File: src/rtl/comparator_out_responder_pkg.sv
// Shared types for the comparator responder: FSM states, one-hot result encoding, index width helper.
// Optional early-exit behaviour is selected in the top by COMPARATOR_EARLY_EXIT_EN.
package comparator_resp_pkg;

  typedef enum logic [1:0] {
    IDLE = 2'd0,
    CMP  = 2'd1,
    DONE = 2'd2
  } state_t;

  typedef struct packed {
    logic gt;
    logic eq;
    logic lt;
  } result_t;

  localparam result_t RES_GT   = 3'b100;
  localparam result_t RES_EQ   = 3'b010;
  localparam result_t RES_LT   = 3'b001;
  localparam result_t RES_NONE = 3'b000;

  function automatic int idx_width(input int width);
    return (width > 2) ? $clog2(width) : 1;
  endfunction

endpackage

File: src/rtl/comparator_out_responder_if.sv
// Operand/result handshake bundle for the comparator responder; master drives operands and out_ready.
interface comparator_out_responder_if #(
  parameter int DATA_WIDTH = 8
);
  logic                  in_valid;
  logic                  in_ready;
  logic [DATA_WIDTH-1:0] in_a;
  logic [DATA_WIDTH-1:0] in_b;
  logic                  out_valid;
  logic                  out_ready;
  logic                  out_gt;
  logic                  out_eq;
  logic                  out_lt;
  logic                  busy;

  modport master (
    output in_valid, in_a, in_b, out_ready,
    input  in_ready, out_valid, out_gt, out_eq, out_lt, busy
  );

  modport slave (
    input  in_valid, in_a, in_b, out_ready,
    output in_ready, out_valid, out_gt, out_eq, out_lt, busy
  );
endinterface

File: src/rtl/comparator_out_responder_bit_decide.sv
// Single-bit decision for the serial compare: flags a differing bit and which side wins it.
// Purely combinational; the MSB polarity flips in two's-complement mode.
module comparator_bit_decide (
  input  logic i_a_bit,
  input  logic i_b_bit,
  input  logic i_is_msb,
  input  logic i_signed_mode,
  output logic o_differ,
  output logic o_a_greater
);
  assign o_differ    = i_a_bit ^ i_b_bit;
  assign o_a_greater = (i_is_msb && i_signed_mode) ? ~i_a_bit : i_a_bit;
endmodule

File: src/rtl/comparator_out_responder.sv
// Serial MSB-first magnitude comparator, one transaction in flight; result held in DONE until out_ready.
// COMPARATOR_EARLY_EXIT_EN: leave CMP on the first differing bit, else always scan every bit (fixed latency).
module comparator_out_responder
  import comparator_resp_pkg::*;
#(
  parameter int DATA_WIDTH = 8,
  parameter int SIGNED     = 0
) (
  input logic                       clock,
  input logic                       reset,
  comparator_out_responder_if.slave bus
);
  localparam int            IW          = idx_width(DATA_WIDTH);
  localparam logic [IW-1:0] MSB_IDX     = IW'(DATA_WIDTH - 1);
  localparam logic          SIGNED_MODE = (SIGNED != 0);

  state_t                r_state;
  state_t                w_state_nxt;
  logic [DATA_WIDTH-1:0] r_a;
  logic [DATA_WIDTH-1:0] r_b;
  logic [IW-1:0]         r_idx;
  logic                  r_decided;
  result_t               r_res;
  result_t               w_res_out;

  logic w_differ;
  logic w_a_greater;
  logic w_last;
  logic w_record;
  logic w_cmp_exit;

  comparator_bit_decide u_bit_decide (
    .i_a_bit       (r_a[r_idx]),
    .i_b_bit       (r_b[r_idx]),
    .i_is_msb      (r_idx == MSB_IDX),
    .i_signed_mode (SIGNED_MODE),
    .o_differ      (w_differ),
    .o_a_greater   (w_a_greater)
  );

  assign w_last   = (r_idx == '0);
  assign w_record = (r_state == CMP) && w_differ && !r_decided;

`ifdef COMPARATOR_EARLY_EXIT_EN
  assign w_cmp_exit = w_differ || w_last;
`else
  assign w_cmp_exit = w_last;
`endif

  always_ff @(posedge clock or posedge reset) begin
    if (reset) begin
      r_state <= IDLE;
    end else begin
      r_state <= w_state_nxt;
    end
  end

  always_comb begin
    w_state_nxt = r_state;
    case (r_state)
      IDLE:    if (bus.in_valid)  w_state_nxt = CMP;
      CMP:     if (w_cmp_exit)    w_state_nxt = DONE;
      DONE:    if (bus.out_ready) w_state_nxt = IDLE;
      default: w_state_nxt = IDLE;
    endcase
  end

  // First recorded difference wins; later bits are only scanned in the fixed-latency build.
  always_ff @(posedge clock or posedge reset) begin
    if (reset) begin
      r_a       <= '0;
      r_b       <= '0;
      r_idx     <= '0;
      r_decided <= 1'b0;
      r_res     <= RES_NONE;
    end else begin
      case (r_state)
        IDLE: begin
          if (bus.in_valid) begin
            r_a       <= bus.in_a;
            r_b       <= bus.in_b;
            r_idx     <= MSB_IDX;
            r_decided <= 1'b0;
            r_res     <= RES_NONE;
          end
        end
        CMP: begin
          if (w_record) begin
            r_res     <= w_a_greater ? RES_GT : RES_LT;
            r_decided <= 1'b1;
          end else if (w_last && !r_decided) begin
            r_res <= RES_EQ;
          end
          if (!w_last) begin
            r_idx <= r_idx - 1'b1;
          end
        end
        DONE: begin
          if (bus.out_ready) begin
            r_res <= RES_NONE;
          end
        end
        default: r_res <= RES_NONE;
      endcase
    end
  end

  assign w_res_out     = (r_state == DONE) ? r_res : RES_NONE;
  assign bus.in_ready  = (r_state == IDLE);
  assign bus.out_valid = (r_state == DONE);
  assign bus.busy      = (r_state != IDLE);
  assign bus.out_gt    = w_res_out.gt;
  assign bus.out_eq    = w_res_out.eq;
  assign bus.out_lt    = w_res_out.lt;

endmodule

File: src/flat_wrapper.sv
// flat-port wrapper written by rule: the top's interface ports become plain ports
module comparator_out_responder_flat import comparator_resp_pkg::*;
#(
  parameter int DATA_WIDTH = 8,
  parameter int SIGNED     = 0
)
  (clock, reset, bus_in_valid, bus_in_a, bus_in_b, bus_out_ready, bus_in_ready, bus_out_valid, bus_out_gt, bus_out_eq, bus_out_lt, bus_busy);
  comparator_out_responder_if #(.DATA_WIDTH(DATA_WIDTH)) bus_i ();
  input logic clock;
  input logic reset;
  input wire logic [$bits(bus_i.in_valid)-1:0] bus_in_valid;
  input wire logic [$bits(bus_i.in_a)-1:0] bus_in_a;
  input wire logic [$bits(bus_i.in_b)-1:0] bus_in_b;
  input wire logic [$bits(bus_i.out_ready)-1:0] bus_out_ready;
  output wire logic [$bits(bus_i.in_ready)-1:0] bus_in_ready;
  output wire logic [$bits(bus_i.out_valid)-1:0] bus_out_valid;
  output wire logic [$bits(bus_i.out_gt)-1:0] bus_out_gt;
  output wire logic [$bits(bus_i.out_eq)-1:0] bus_out_eq;
  output wire logic [$bits(bus_i.out_lt)-1:0] bus_out_lt;
  output wire logic [$bits(bus_i.busy)-1:0] bus_busy;
  assign bus_i.in_valid = bus_in_valid;
  assign bus_i.in_a = bus_in_a;
  assign bus_i.in_b = bus_in_b;
  assign bus_i.out_ready = bus_out_ready;
  assign bus_in_ready = bus_i.in_ready;
  assign bus_out_valid = bus_i.out_valid;
  assign bus_out_gt = bus_i.out_gt;
  assign bus_out_eq = bus_i.out_eq;
  assign bus_out_lt = bus_i.out_lt;
  assign bus_busy = bus_i.busy;
  comparator_out_responder #(.DATA_WIDTH(DATA_WIDTH), .SIGNED(SIGNED)) u_core (.clock(clock), .reset(reset), .bus(bus_i));
endmodule
File: config.mk
export PLATFORM = sky130hd
export DESIGN_NAME = comparator_out_responder_flat
export DESIGN_NICKNAME = d
export VERILOG_FILES = /design/src/rtl/comparator_out_responder_pkg.sv /design/src/rtl/comparator_out_responder_if.sv /design/src/rtl/comparator_out_responder_bit_decide.sv /design/src/rtl/comparator_out_responder.sv /design/src/flat_wrapper.sv
export SDC_FILE = /design/constraint.sdc
export NUM_CORES = 1
export LEC_CHECK = 0
export CAP_MARGIN = 20
export CORE_MARGIN = 10
export CORE_UTILIZATION = 50
export DETAILED_ROUTE_END_ITERATION = 10
export PLACE_DENSITY_LB_ADDON = 0.05
export SLEW_MARGIN = 10
export SYNTH_ARGS = -nofsm -noshare
export SYNTH_HDL_FRONTEND = slang
export SYNTH_SLANG_ARGS = --single-unit
File: constraint.sdc
create_clock -name clock -period 5.6 [get_ports clock]
set_clock_uncertainty 0.1 [all_clocks]
set_input_delay 0.56 -clock clock [delete_from_list [all_inputs] [get_ports clock]]
set_output_delay 0.56 -clock clock [all_outputs]
set_load 0.03 [all_outputs]
# == Word level (Yosys, flattened, before mapping) ==
# Cells that the tools add are included.
# word_totals
register_bits,25
# classes
n_lt_le_gt_ge,1
reduce_logical,13
n_mux,21
bitwise,1
n_eq_ne,8
addsub,1
# op_table
operator,n
3-bit two-way mux,8
3-bit AND reduction,4
3-bit case mux with 3 select lines,1
1-bit binary-select mux with 3-bit select,2
2-bit two-way mux,3
"2-bit inequality test, second input constant",3
2-bit case mux with 3 select lines,1
3-bit case mux with 2 select lines,1
"3-bit by 4-bit < comparator with 1-bit output, second input constant",1
1-bit two-way mux,4
"2-bit by 1-bit inequality test with 1-bit output, second input constant",2
2-bit nonzero test,2
1-bit logical AND,3
3-bit zero test,1
"3-bit by 2-bit inequality test with 1-bit output, second input constant",1
"3-bit by 1-bit subtractor with 3-bit output, second input constant",1
"2-bit by 1-bit equality test with 1-bit output, second input constant",1
"2-bit equality test, second input constant",1
2-bit zero test,1
1-bit case mux with 2 select lines,1
2-bit AND reduction,1
1-bit zero test,1
1-bit XOR,1

# == Depth between registers and ports, before layout ==
# Gate-level depths: netlist of the first run.
# depth
depth_word,7
depth_mapped,7
ltp_nobuf,6

# == Modules after synthesis ==
# Synthesis of the first run repeated with hierarchy kept, for this count alone.
# unflattened
cells_unflattened,110
area_unflattened_um2,1343.8
# modules_own_cells
mod,area_per_inst_um2,instances,seq_area_each_um2,cells_each
comparator_out_responder,1322.5,1,625.6,107
comparator_bit_decide,21.3,1,0.0,3

# == Least setup slack after synthesis of the first run ==
# Ideal clock, no wire load.
# synth_path
kind,register to output
startpoint,register u_core.r_state[0]
endpoint,output port bus_out_eq
stages_incl_launch_ff,5
path_slack_ps,3379
arrival_ps,1561
path_cell_list,dfrtp_1 buf_2 nor2b_1 inv_1 nor2_1
# synth_via
elab_chain_len,2
# synth_rtl
element,line,rtl
start: declaration,comparator_out_responder.sv:17,state_t r_state;
start signal: assignment,comparator_out_responder.sv:54,r_state <= w_state_nxt;
2-bit equality test,n/a,
net bus_out_valid,flat_wrapper.sv:16,output wire logic [$bits(bus_i.out_valid)-1:0] bus_out_valid;
3-bit two-way mux,comparator_out_responder.sv:108,assign w_res_out = (r_state == DONE) ? r_res : RES_NONE;
end: declaration,flat_wrapper.sv:18,output wire logic [$bits(bus_i.out_eq)-1:0] bus_out_eq;
# The timed path passes the listed nets, and every way through them passes these cells.

# == Worst setup path in the final report of the first run ==
# layout_path
startpoint,register u_core.r_state[1]
endpoint,output port bus_out_eq
# layout_via
elab_chain_len,2
# layout_rtl
element,line
2-bit equality test,comparator_out_responder.sv:108
3-bit two-way mux,comparator_out_responder.sv:108
# Every way passes these cells.

==> results.rst, run 1 <==
.. list-table::
   :header-rows: 1

   * - Metric
     - Value
   * - Result of the run
     - complete, no violations
   * - RSZ-0062 raised after global routing
     - false
   * - Top cell type by total area after synthesis
     - dfrtp_1
   * - CTS tree
     - built
   * - DRC violations left
     - 0
   * - Antenna violations before repair
     - 0
   * - Portion of the post-synthesis area used by sequential elements
     - 47.7%
   * - Cell count after synthesis
     - around 110
   * - Portion of synthesized cell area occupied by the leading cell type
     - 47.7%
   * - Finish-stage setup viols
     - 0
   * - Routed via count
     - about 860
   * - GR Overflow Total
     - 0
   * - Post-synthesis register bit count
     - 25
   * - Post-layout nets
     - between 150 and 200
   * - Pleak
     - between 0.0006 and 0.0007 uW
   * - WP data arrival
     - about 1.9 ns
   * - Worst-case clock buffer depth
     - 2
   * - Clock insertion delay at the later pin of the skew report
     - 0.31 ns
   * - # port buffers
     - 25
   * - TritonRoute pass-1 iters
     - 2
   * - Total power
     - 817 uW
   * - Num rows
     - 18
   * - Share of final-layout standard cells stronger than drive strength 1
     - 18.0%
   * - Number of clock buffers inserted by TritonCTS
     - 3
   * - Number of clock sinks
     - 25
   * - Relative slew slack
     - 37.8%
   * - Mapped cell area
     - 1310 um^2
   * - GRT Resource Usage Total
     - 9.11%
   * - Required arrival time at the worst endpoint
     - 4.94 ns
   * - Worst-path clk slew
     - 0.13 ns
   * - MaxCap Viol Count
     - 0
   * - Die area
     - about 5100 um^2
   * - Highest clock frequency the design can meet
     - 0.387 GHz
   * - Mean area per synthesized cell
     - 12.5 um^2
   * - Final period util
     - 46.1%
   * - Number of library cell types mapped by synthesis
     - 31
   * - Number of cells on the worst reg-to-reg path
     - 6
   * - Final setup slack of the worst path
     - 3.02 ns
   * - Hold Crit Start
     - u_core.r_a[0]
   * - Placeable Area
     - 2500 um^2
   * - Post-detailed-placement half-perimeter wirelength
     - 1880 um
   * - Actual transition at the worst max-transition pin
     - 0.932 ns
   * - Aggregate routed wire length
     - ~2400 um
   * - Last weighted congestion value of the routability-driven placer
     - 0.754
   * - Reg-to-reg critical path startpoint
     - u_core.r_idx[0]
   * - Tightest Hold Check Type
     - reg2reg
   * - Post-CTS setup repair buffer count
     - 0
   * - Number of antenna repair diodes
     - 0
   * - Final cell area excluding filler cells
     - 1580 um^2
   * - Type of the worst setup path
     - reg2out
   * - Final-report max-slew violation count
     - 0
   * - Fin. Hold Viols
     - 0
   * - Detailed Route Iter0 Violations
     - 46
   * - H-tree lvl count
     - 1
   * - Number of hold buffers added after cts
     - 0
   * - Initial standard-cell utilization of the core
     - 52.5%
   * - FF-to-FF setup slack
     - 3.55 ns
   * - Clock root buffer master
     - clkbuf_4
   * - RR Endpoint
     - u_core.r_res[2]
   * - Routed vias/inst
     - 5.43
   * - Cell Pwr Density
     - 516 nW/um^2
   * - Number of cells traversed by the worst hold path
     - 1
   * - Final critical path time including I/O delays and setup
     - 2.58 ns
   * - Global-route wire length before repair
     - a little under 4000 um
   * - Minimum setup slack after placement
     - about 3.2 ns
   * - Post-layout util
     - 63.3%
   * - Area growth syn-to-layout
     - 20.7%
   * - Total number of yosys warnings
     - 0
   * - DR WL/cell
     - 15.2 um
   * - Number of global-route vias before repair
     - 872
   * - Total Negative Setup Slacks
     - 0 ns
   * - ANT nets after route
     - 0
   * - Worst-path fanout max
     - 9
   * - Placed inst area
     - 1560 um^2
   * - Largest net degree at the start of global routing
     - 26
   * - Count of pins on the block boundary
     - 26
   * - Nature of the critical path endpoint
     - output pin
   * - Synth Net Count
     - 127
   * - Die span in x
     - 71.2 um
   * - CP Launch Type
     - register
   * - Hold worst-path end
     - u_core.r_a[0]
   * - Max IR drop VDD
     - ~0.0003 V
   * - Resized Gates After CTS
     - 0
   * - Most area-consuming cells after synthesis
     - dfrtp_1 48%, mux2_2 15%, mux4_1 8.0%, mux2i_4 3.4%, nand2_1 2.3%
   * - Height of the die
     - 71.2 um
[through the flow]
stage	hold slack [ns]	std cells
6_report	0.419	158
2_1_floorplan	0.372	105
3_5_place_dp	0.392	154
4_1_cts	0.423	158
3_3_place_gp	0.381	154
5_1_grt	0.439	158
[sequential cells by signal, indices dropped and copies added, names as in the netlist]
signal and count:
u_core.r_decided 1, u_core.r_idx 3, u_core.r_b 8, u_core.r_res 3, u_core.r_state 2, u_core.r_a 8
[layer usage]
| layer | global-route usage, % | part of all wire, % |
|---|---|---|
| met3 | 3.17 | 6.6 |
| met2 | 15.7 | 49 |
| met4 | 2.58 | 0.75 |
| met1 | 10.4 | 43 |
| met5 | 0 | 0 |
[cell usage in the layout, fill, tap and decap left out, types with 2 or more instances in the layout]
cell             netlist  routed
clkdlybuf4s50_1        0      25
dfrtp_1               25      25
mux2_2                17      17
nand2_1                8       8
inv_1                  6       6
nor2_1                 5       5
nor2b_1                4       4
mux4_1                 4       4
and2_1                 4       4
a21oi_1                3       3
clkbuf_4               0       3
mux2i_4                2       2
o22ai_1                2       2
ha_1                   2       2
[layout make-up]
cell class | instances | area [um^2]
flip-flops and latches | 25 | 626
inverters | 6 | 22.5
well taps | 30 | 37.5
repair buffers | 25 | 250
multi-input cells | 68 | 621
clock buffers | 4 | 26.3
fillers | 220 | 917
[report_power, final]
part           internal (uW)  leakage (uW)  switching [uW]
clock network           27.8     0.0000150            52.0
logic                    226      0.000358             168
registers                268      0.000296            75.1
[synthesized netlist by cell type]
library cell and instances:
mux4_1 4, buf_2 4, buf_6 2, mux2i_1 1, o211ai_1 1, a21o_1 1, o21ai_0 1, dfrtp_1 25
a32oi_1 1, nor3b_1 1, nor2_1 5, ha_1 2, inv_1 6, nor2b_1 4, and2b_1 1, mux2i_4 2
o2111ai_1 1, nand2b_1 1, a221o_1 1, a22o_1 1, a21oi_1 3, nor3_1 1, or3b_2 1, o21ai_1 1
nand3_1 1, nand2_1 8, a211oi_1 1, mux2_2 17, xor2_1 1, and2_1 4, o22ai_1 2
[critical path, stage by stage (launching register included)]
cell and delay, ns:
dfrtp_1 0.51, nor2b_1 0.26, inv_1 0.09, nor2_1 0.08
clkdlybuf4s50_1 0.67
[logic make-up after synthesis]
group           count (synthesis)  synth area share (%)
simple gates                   27                  10.6
fa+ha+maj                       2                  1.91
buf+inv                        12                  4.96
compound gates                 14                  7.35
mux                            24                  26.8
xor+xnor                        1                 0.668
flops                          25                  47.7
[how the worst max path moves through the flow]
stage,slack [ns],to,from,depth (start not counted)
after floorplan,3.38,bus_out_eq,u_core.r_state[0],4
after global placement,3.28,u_core.r_b[7],bus_in_valid,3
after detailed placement,3.24,u_core.r_a[6],bus_in_valid,3
after CTS,2.99,bus_out_eq,u_core.r_state[1],4
after global routing,2.86,bus_out_eq,u_core.r_state[1],4
final,3.02,bus_out_eq,u_core.r_state[1],4
Power figures use the tool's default switching activity.
==> inputs of run 2 (changes only) <==
--- a/config.mk
+++ b/config.mk
@@ -7,7 +7,7 @@
 export LEC_CHECK = 0
 export CAP_MARGIN = 20
 export CORE_MARGIN = 10
-export CORE_UTILIZATION = 50
+export CORE_UTILIZATION = 45
 export DETAILED_ROUTE_END_ITERATION = 10
 export PLACE_DENSITY_LB_ADDON = 0.05
 export SLEW_MARGIN = 10
==> constraint.sdc (replaced) <==
create_clock -name clock -period 2.2 [get_ports clock]
set_clock_uncertainty 0.1 [all_clocks]
set_input_delay 0.22 -clock clock [delete_from_list [all_inputs] [get_ports clock]]
set_output_delay 0.22 -clock clock [all_outputs]
set_load 0.03 [all_outputs]
==> run 2 against run 1 <==
Effect of this change:
- setup slack got worse by 2.9 ns
- critical endpoint is now bus_in_ready
- largest power group unchanged
- critical path type unchanged
- die area grew 7.9%
- core utilization down 5.9 points
- final cell count rose by 1.9%
==> results.rst, run 2 (synthesis gave the netlist of run 1 again) <==
.. list-table::
   :header-rows: 1

   * - Metric
     - Value
   * - Result of the run
     - complete, no violations (unchanged)
   * - Placeable Area
     - 2780 um^2 (was 2500 um^2)
   * - Number of antenna repair diodes
     - 0 (unchanged)
   * - Finish-stage setup viols
     - 0 (unchanged)
   * - Antenna violations before repair
     - 0 (unchanged)
   * - Combined flip-flop and latch cell area
     - 626 um^2 (unchanged)
   * - DRC violations left
     - 0 (unchanged)
   * - Worst-path fanout max
     - 9 (unchanged)
   * - Global-route wire length before repair
     - 3920 um (was 3900 um)
   * - Nature of the critical path endpoint
     - output pin (unchanged)
   * - GRT Resource Usage Total
     - 8.82% (was 9.11%)
   * - Largest registers
     - u_core.r_a: 8 flops, u_core.r_b: 8 flops (unchanged)
   * - Post-detailed-placement half-perimeter wirelength
     - 1950 um (was 1880 um)
   * - Detailed Route Iter0 Violations
     - 34 (was 46)
   * - Final cell area excluding filler cells
     - 1600 um^2 (was 1580 um^2)
   * - Worst-path clk slew
     - 0.13 ns (about the same)
   * - Count of pins on the block boundary
     - 26 (unchanged)
   * - TritonRoute pass-1 iters
     - 4 (was 2)
   * - Commonest cells after routing, fill and taps aside
     - 25 x dfrtp_1, 21 x clkdlybuf4s50_1, 17 x mux2_2 (was 25 x clkdlybuf4s50_1, 25 x dfrtp_1, 17 x mux2_2)
   * - Number of global-route vias before repair
     - 889 (was 872)
   * - Required arrival time at the worst endpoint
     - 1.88 ns (was 4.94 ns)
   * - Type of the worst setup path
     - reg2out (unchanged)
   * - CTS tree
     - built (unchanged)
   * - RSZ-0062 raised after global routing
     - false (unchanged)
   * - Largest net degree at the start of global routing
     - 26 (unchanged)
   * - MaxCap Viol Count
     - 0 (unchanged)
   * - Final period util
     - 95.7%
   * - Post-CTS setup repair buffer count
     - 0 (unchanged)
   * - Clock insertion delay at the later pin of the skew report
     - 0.31 ns (about the same)
   * - Fin. Hold Viols
     - 0 (unchanged)
   * - Die area
     - 5470 um^2 (was 5070 um^2)
   * - Number of cells on the worst reg-to-reg path
     - 6 (unchanged)
   * - Share of final-layout standard cells stronger than drive strength 1
     - 19.2% (was 18.0%)
   * - Pleak
     - 0.000712 uW (was 0.000668 uW)
   * - Placed inst area
     - 1570 um^2 (was 1560 um^2)
   * - Reg-to-reg critical path startpoint
     - u_core.r_idx[0] (unchanged)
   * - Area used by multi-input combinational logic
     - 621 um^2 (unchanged)
   * - Last weighted congestion value of the routability-driven placer
     - 0.750 (was 0.754)
   * - Area growth syn-to-layout
     - 21.9% (was 20.7%)
   * - Total Negative Setup Slacks
     - 0 ns (unchanged)
   * - DR WL/cell
     - 15.3 um (was 15.2 um)
   * - Routed via count
     - 857 (was 858)
   * - Worst-case clock buffer depth
     - 2 (unchanged)
   * - Highest clock frequency the design can meet
     - 0.475 GHz
   * - Actual transition at the worst max-transition pin
     - 0.555 ns (was 0.932 ns)
   * - Aggregate routed wire length
     - 2460 um (was 2400 um)
   * - CP Launch Type
     - register (unchanged)
   * - Initial standard-cell utilization of the core
     - 47.1% (was 52.5%)
   * - Die span in x
     - 74.0 um (was 71.2 um)
   * - Number of clock buffers inserted by TritonCTS
     - 3 (unchanged)
   * - RR Endpoint
     - u_core.r_res[2] (unchanged)
   * - Number of standard cells in the final layout excluding fillers
     - 161 (was 158)
   * - FF-to-FF setup slack
     - 0.19 ns (was 3.55 ns)
   * - Num rows
     - 19 (was 18)
   * - WP data arrival
     - 1.78 ns (was 1.92 ns)
   * - Post-layout nets
     - 153 (was 151)
   * - Final-layout fill cell count
     - 239 (was 220)
   * - Number of clock sinks
     - 25 (unchanged)
   * - Relative slew slack
     - 62.9% (was 37.8%)
   * - Startpoint of the worst setup timing path
     - u_core.r_state[1] (unchanged)
   * - Tightest Hold Check Type
     - in2async (was reg2reg)
   * - Clock root buffer master
     - clkbuf_4 (unchanged)
   * - # port buffers
     - 25 (unchanged)
   * - Routed vias/inst
     - 5.32 (was 5.43)
   * - H-tree lvl count
     - 1 (unchanged)
   * - ANT nets after route
     - 0 (unchanged)
   * - Max IR drop VDD
     - 0.000667 V (was 0.000300 V)
   * - Most common cell after layout, fill and taps aside
     - dfrtp_1
   * - GR Overflow Total
     - 0 (unchanged)
   * - Final-report max-slew violation count
     - 0 (unchanged)
   * - Placed Instances
     - 157 (was 154)
   * - Height of the die
     - 74.0 um (was 71.2 um)
   * - Cell Pwr Density
     - 1310 nW/um^2 (was 516 nW/um^2)
   * - Final critical path time including I/O delays and setup
     - 2.10 ns
## run 2: changes by cell type in the layout (fill, tap and decap cells not counted), sizes merged
cell           before  now
buf                 0    2
dlymetal6s2s        0    1
clkdlybuf4s50      25   21
dlygate4sd2         0    3
## run 2: worst max-delay path by stage
stage | endpoint | cells after the start
2_1_floorplan | u_core.r_a[2] | 6
3_3_place_gp | u_core.r_res[2] | 6
3_5_place_dp | u_core.r_res[2] | 6
4_1_cts | bus_out_valid | 2
5_1_grt | bus_in_ready | 2
6_report | bus_in_ready | 2
## run 2: repair_timing
| item | in CTS | in global routing |
|---|---|---|
| hold buffers | 0 | 0 |
| cloned | 0 | 0 |
| endpoints found under the setup margin | 3 | 1 |
| gates resized for setup | 3 | 1 |
## run 2: critical path, stage by stage, from the launching register on
cell and delay [ns]:
dfrtp_1 0.49, nor2_1 0.26, clkdlybuf4s50_1 0.72
## run 2: per-layer routing
layer | global-route usage, % | part of all wire [%]
met5 | 0 | 0
met1 | 10.7 | 46
met2 | 14.5 | 47
met4 | 3.11 | 0.69
met3 | 2.66 | 6.6
## run 2: area by class of cell
type                            instances  area share [%]
Clock buffer                            4            1.64
Inverter                                6            1.41
Tap cell                               31            2.43
Sequential cell                        25            39.2
Multi-Input combinational cell         68            38.8
Timing Repair Buffer                   27            16.5
## run 2: through the flow
step                setup WS, ns  util [%]  hold WS [ns]  total power, uW
floorplan                 0.0592         -         0.147             1720
global placement           0.264      56.5         0.383             1880
detailed placement         0.207      56.5         0.389             1910
CTS                       0.0446      57.4         0.153             2110
global route              0.0240      57.4         0.173             2230
finish                    0.0953      57.4         0.145             2090
## run 2: power breakdown
group	internal (uW)	leakage, uW	switching [uW]
sequential	684	0.000296	192
combinational	581	0.000401	430
clock	70.7	0.0000150	131
==> inputs of run 3 (changes only) <==
--- a/config.mk
+++ b/config.mk
@@ -7,7 +7,7 @@
 export LEC_CHECK = 0
 export CAP_MARGIN = 20
 export CORE_MARGIN = 10
-export CORE_UTILIZATION = 45
+export CORE_UTILIZATION = 50
 export DETAILED_ROUTE_END_ITERATION = 10
 export PLACE_DENSITY_LB_ADDON = 0.05
 export SLEW_MARGIN = 10
==> constraint.sdc (replaced) <==
create_clock -name clock -period 2.22 [get_ports clock]
set_clock_uncertainty 0.1 [all_clocks]
set_input_delay 0.222 -clock clock [delete_from_list [all_inputs] [get_ports clock]]
set_output_delay 0.222 -clock clock [all_outputs]
set_load 0.03 [all_outputs]
==> run 3 against run 2 <==
Effect of this change:
- die area is 7.3% lower
- highest routed layer unchanged
- via count is 2.8% higher
- sequential cell count stayed put
- global-route usage is 1.4 points higher
- count of clock-buffer cells in the layout stayed put
- total power is 0.94% lower
- combinational power hardly changed
- critical path depth stayed put
- routed wire length is 2.1% higher
- sequential power is 0.8% lower
- clock power hardly changed
==> results.rst, run 3 (synthesis gave the netlist of run 1 again) <==
.. list-table::
   :header-rows: 1

   * - Metric
     - Value
   * - Result of the run
     - complete, no violations (unchanged)
   * - Number of clock buffers inserted by TritonCTS
     - 3 (unchanged)
   * - DRC violations left
     - 0 (unchanged)
   * - Count of pins on the block boundary
     - 26 (unchanged)
   * - Minimum setup slack after placement
     - 0.223 ns (was 0.207 ns)
   * - Routed via count
     - 881 (was 857)
   * - Worst-path fanout max
     - 9 (unchanged)
   * - Number of global-route vias before repair
     - 960 (was 889)
   * - Most common cell after layout, fill and taps aside
     - dfrtp_1 (unchanged)
   * - CP Launch Type
     - register (unchanged)
   * - Worst-case clock buffer depth
     - 2 (unchanged)
   * - GR Overflow Total
     - 0 (unchanged)
   * - Cell Pwr Density
     - 1300 nW/um^2 (was 1310 nW/um^2)
   * - Cells traversed along the worst timing path
     - nor2b_1 > clkdlybuf4s50_1 (was nor2_1 > clkdlybuf4s50_1)
   * - Number of antenna repair diodes
     - 0 (unchanged)
   * - # port buffers
     - 25 (unchanged)
   * - ANT nets after route
     - 0 (unchanged)
   * - CTS tree
     - built (unchanged)
   * - Reg-to-reg critical path startpoint
     - u_core.r_idx[0] (unchanged)
   * - WP data arrival
     - 1.80 ns (was 1.78 ns)
   * - Largest registers
     - u_core.r_a: 8 flops, u_core.r_b: 8 flops (unchanged)
   * - RSZ-0062 raised after global routing
     - false (unchanged)
   * - Total Negative Setup Slacks
     - 0 ns (unchanged)
   * - Tightest Hold Check Type
     - in2async (unchanged)
   * - Largest net degree at the start of global routing
     - 26 (unchanged)
   * - Final setup slack of the worst path
     - 0.102 ns (was 0.0953 ns)
   * - Max stage delay cell, worst path
     - clkdlybuf4s50_1 (unchanged)
   * - Num rows
     - 18 (was 19)
   * - Final-report max-slew violation count
     - 0 (unchanged)
   * - GRT Resource Usage Total
     - 10.3% (was 8.82%)
   * - Clock root buffer master
     - clkbuf_4 (unchanged)
   * - FF-to-FF setup slack
     - 0.22 ns (was 0.19 ns)
   * - Startpoint of the worst setup timing path
     - u_core.r_state[1] (unchanged)
   * - Last weighted congestion value of the routability-driven placer
     - 0.762 (was 0.750)
   * - Max IR drop VDD
     - 0.000811 V (was 0.000667 V)
   * - Final critical path time including I/O delays and setup
     - 2.12 ns
   * - Final-layout fill cell count
     - 212 (was 239)
   * - Nature of the critical path endpoint
     - output pin (unchanged)
   * - Pleak
     - 0.000693 uW (was 0.000712 uW)
   * - Placeable Area
     - 2500 um^2 (was 2780 um^2)
   * - Post-layout nets
     - 153 (unchanged)
   * - Area growth syn-to-layout
     - 21.6% (was 21.9%)
   * - Routed vias/inst
     - 5.51 (was 5.32)
   * - Total power
     - 2070 uW (was 2090 uW)
   * - Top Family by Delay on Critical Path
     - buffers and inverters (unchanged)
   * - Finish-stage setup viols
     - 0 (unchanged)
   * - MaxCap Viol Count
     - 0 (unchanged)
   * - Type of the worst setup path
     - reg2out (unchanged)
   * - Relative slew slack
     - 62.2% (was 62.9%)
   * - Max incr delay on CP
     - 0.72 ns (about the same)
   * - Detailed Route Iter0 Violations
     - 46 (was 34)
   * - Die span in x
     - 71.2 um (was 74.0 um)
   * - Worst hold margin
     - 0.140 ns (was 0.145 ns)
   * - Commonest cells after routing, fill and taps aside
     - 25 x dfrtp_1, 22 x clkdlybuf4s50_1, 17 x mux2_2 (was 25 x dfrtp_1, 21 x clkdlybuf4s50_1, 17 x mux2_2)
   * - Antenna violations before repair
     - 0 (unchanged)
   * - Clock insertion delay at the later pin of the skew report
     - 0.31 ns (about the same)
   * - Highest clock frequency the design can meet
     - around 0.47 GHz
   * - Actual transition at the worst max-transition pin
     - 0.565 ns (was 0.555 ns)
   * - DR WL/cell
     - 15.7 um (was 15.3 um)
   * - Worst-path clk slew
     - 0.13 ns (about the same)
   * - TritonRoute pass-1 iters
     - 4 (unchanged)
   * - Aggregate routed wire length
     - 2510 um (was 2460 um)
   * - CP bufs+invs
     - 1 (unchanged)
   * - H-tree lvl count
     - 1 (unchanged)
   * - Post-CTS setup repair buffer count
     - 0 (unchanged)
   * - Height of the die
     - 71.2 um (was 74.0 um)
   * - Share of final-layout standard cells stronger than drive strength 1
     - 19.2% (unchanged)
   * - Initial standard-cell utilization of the core
     - 52.5% (was 47.1%)
   * - Die area
     - 5070 um^2 (was 5470 um^2)
   * - Post-detailed-placement half-perimeter wirelength
     - 1950 um (about the same)
   * - Global-route wire length before repair
     - 4350 um (was 3920 um)
   * - Required arrival time at the worst endpoint
     - 1.90 ns (was 1.88 ns)
   * - Fin. Hold Viols
     - 0 (unchanged)
   * - Final period util
     - 95.4%
   * - Number of clock sinks
     - 25 (unchanged)
==> run 3: cell types whose count changed in the layout (fill, tap and decap cells not counted), sizes merged <==
| cell | previous run | this run |
|---|---|---|
| clkdlybuf4s50 | 21 | 22 |
| dlymetal6s2s | 1 | 0 |
==> run 3: layout make-up <==
cell class                 instances  area (um^2)  area share [%]
sequential                        25          626            39.2
tap                               30         37.5            2.35
multi-input combinational         68          621            38.9
timing repair buffer              27          262            16.4
clock buffer                       4         26.3            1.65
inverter                           6         22.5            1.41
==> run 3: worst reg2reg max path, cell delays in order (launching register included) <==
cell     delay, ns
dfrtp_1       0.48
inv_1         0.15
ha_1          0.19
or3b_2        0.50
nand3_1       0.13
o21ai_1       0.07
a221o_1       0.29
==> run 3: final timing paths <==
check	to	cells past startpoint
setup / recovery	bus_out_valid	2
setup reg to reg	u_core.r_res[2]	6
max in group asynchronous	u_core.r_b[1]	3
hold reg to reg	u_core.r_a[7]	1
min in group clock	u_core.r_state[1]	2
hold / removal	u_core.r_state[1]	3
==> run 3: where the power goes <==
part	total, uW	leakage, uW	internal, uW	switching, uW
combinational	1000	0.000382	575	427
sequential	868	0.000296	678	190
clock	199	0.0000150	70.2	129
==> run 3: metal layers <==
metal / vias to the layer above / part of all wire (%) / wire [um] / global-route usage [%]
li1: 421 / - / - / -
met4: 0 / 1.4 / 36 / 5.38
met5: - / 0 / 0 / 0
met2: 25 / 48 / 1210 / 17.2
met3: 5 / 7.5 / 189 / 3.86
met1: 430 / 43 / 1070 / 11.0
==> run 3: stage by stage <==
stage,cells,cell area [um^2],util (%)
after floorplan,105,1310,-
after global placement,156,1570,62.9
after detailed placement,156,1570,62.9
after CTS,160,1590,63.8
after global routing,160,1590,63.8
final,160,1590,63.8
==> run 3: timing repair <==
| action | CTS | global route |
|---|---|---|
| hold buffers | 0 | 0 |
| setup endpoints to repair | 3 | 0 |
| resized for setup | 3 | 0 |
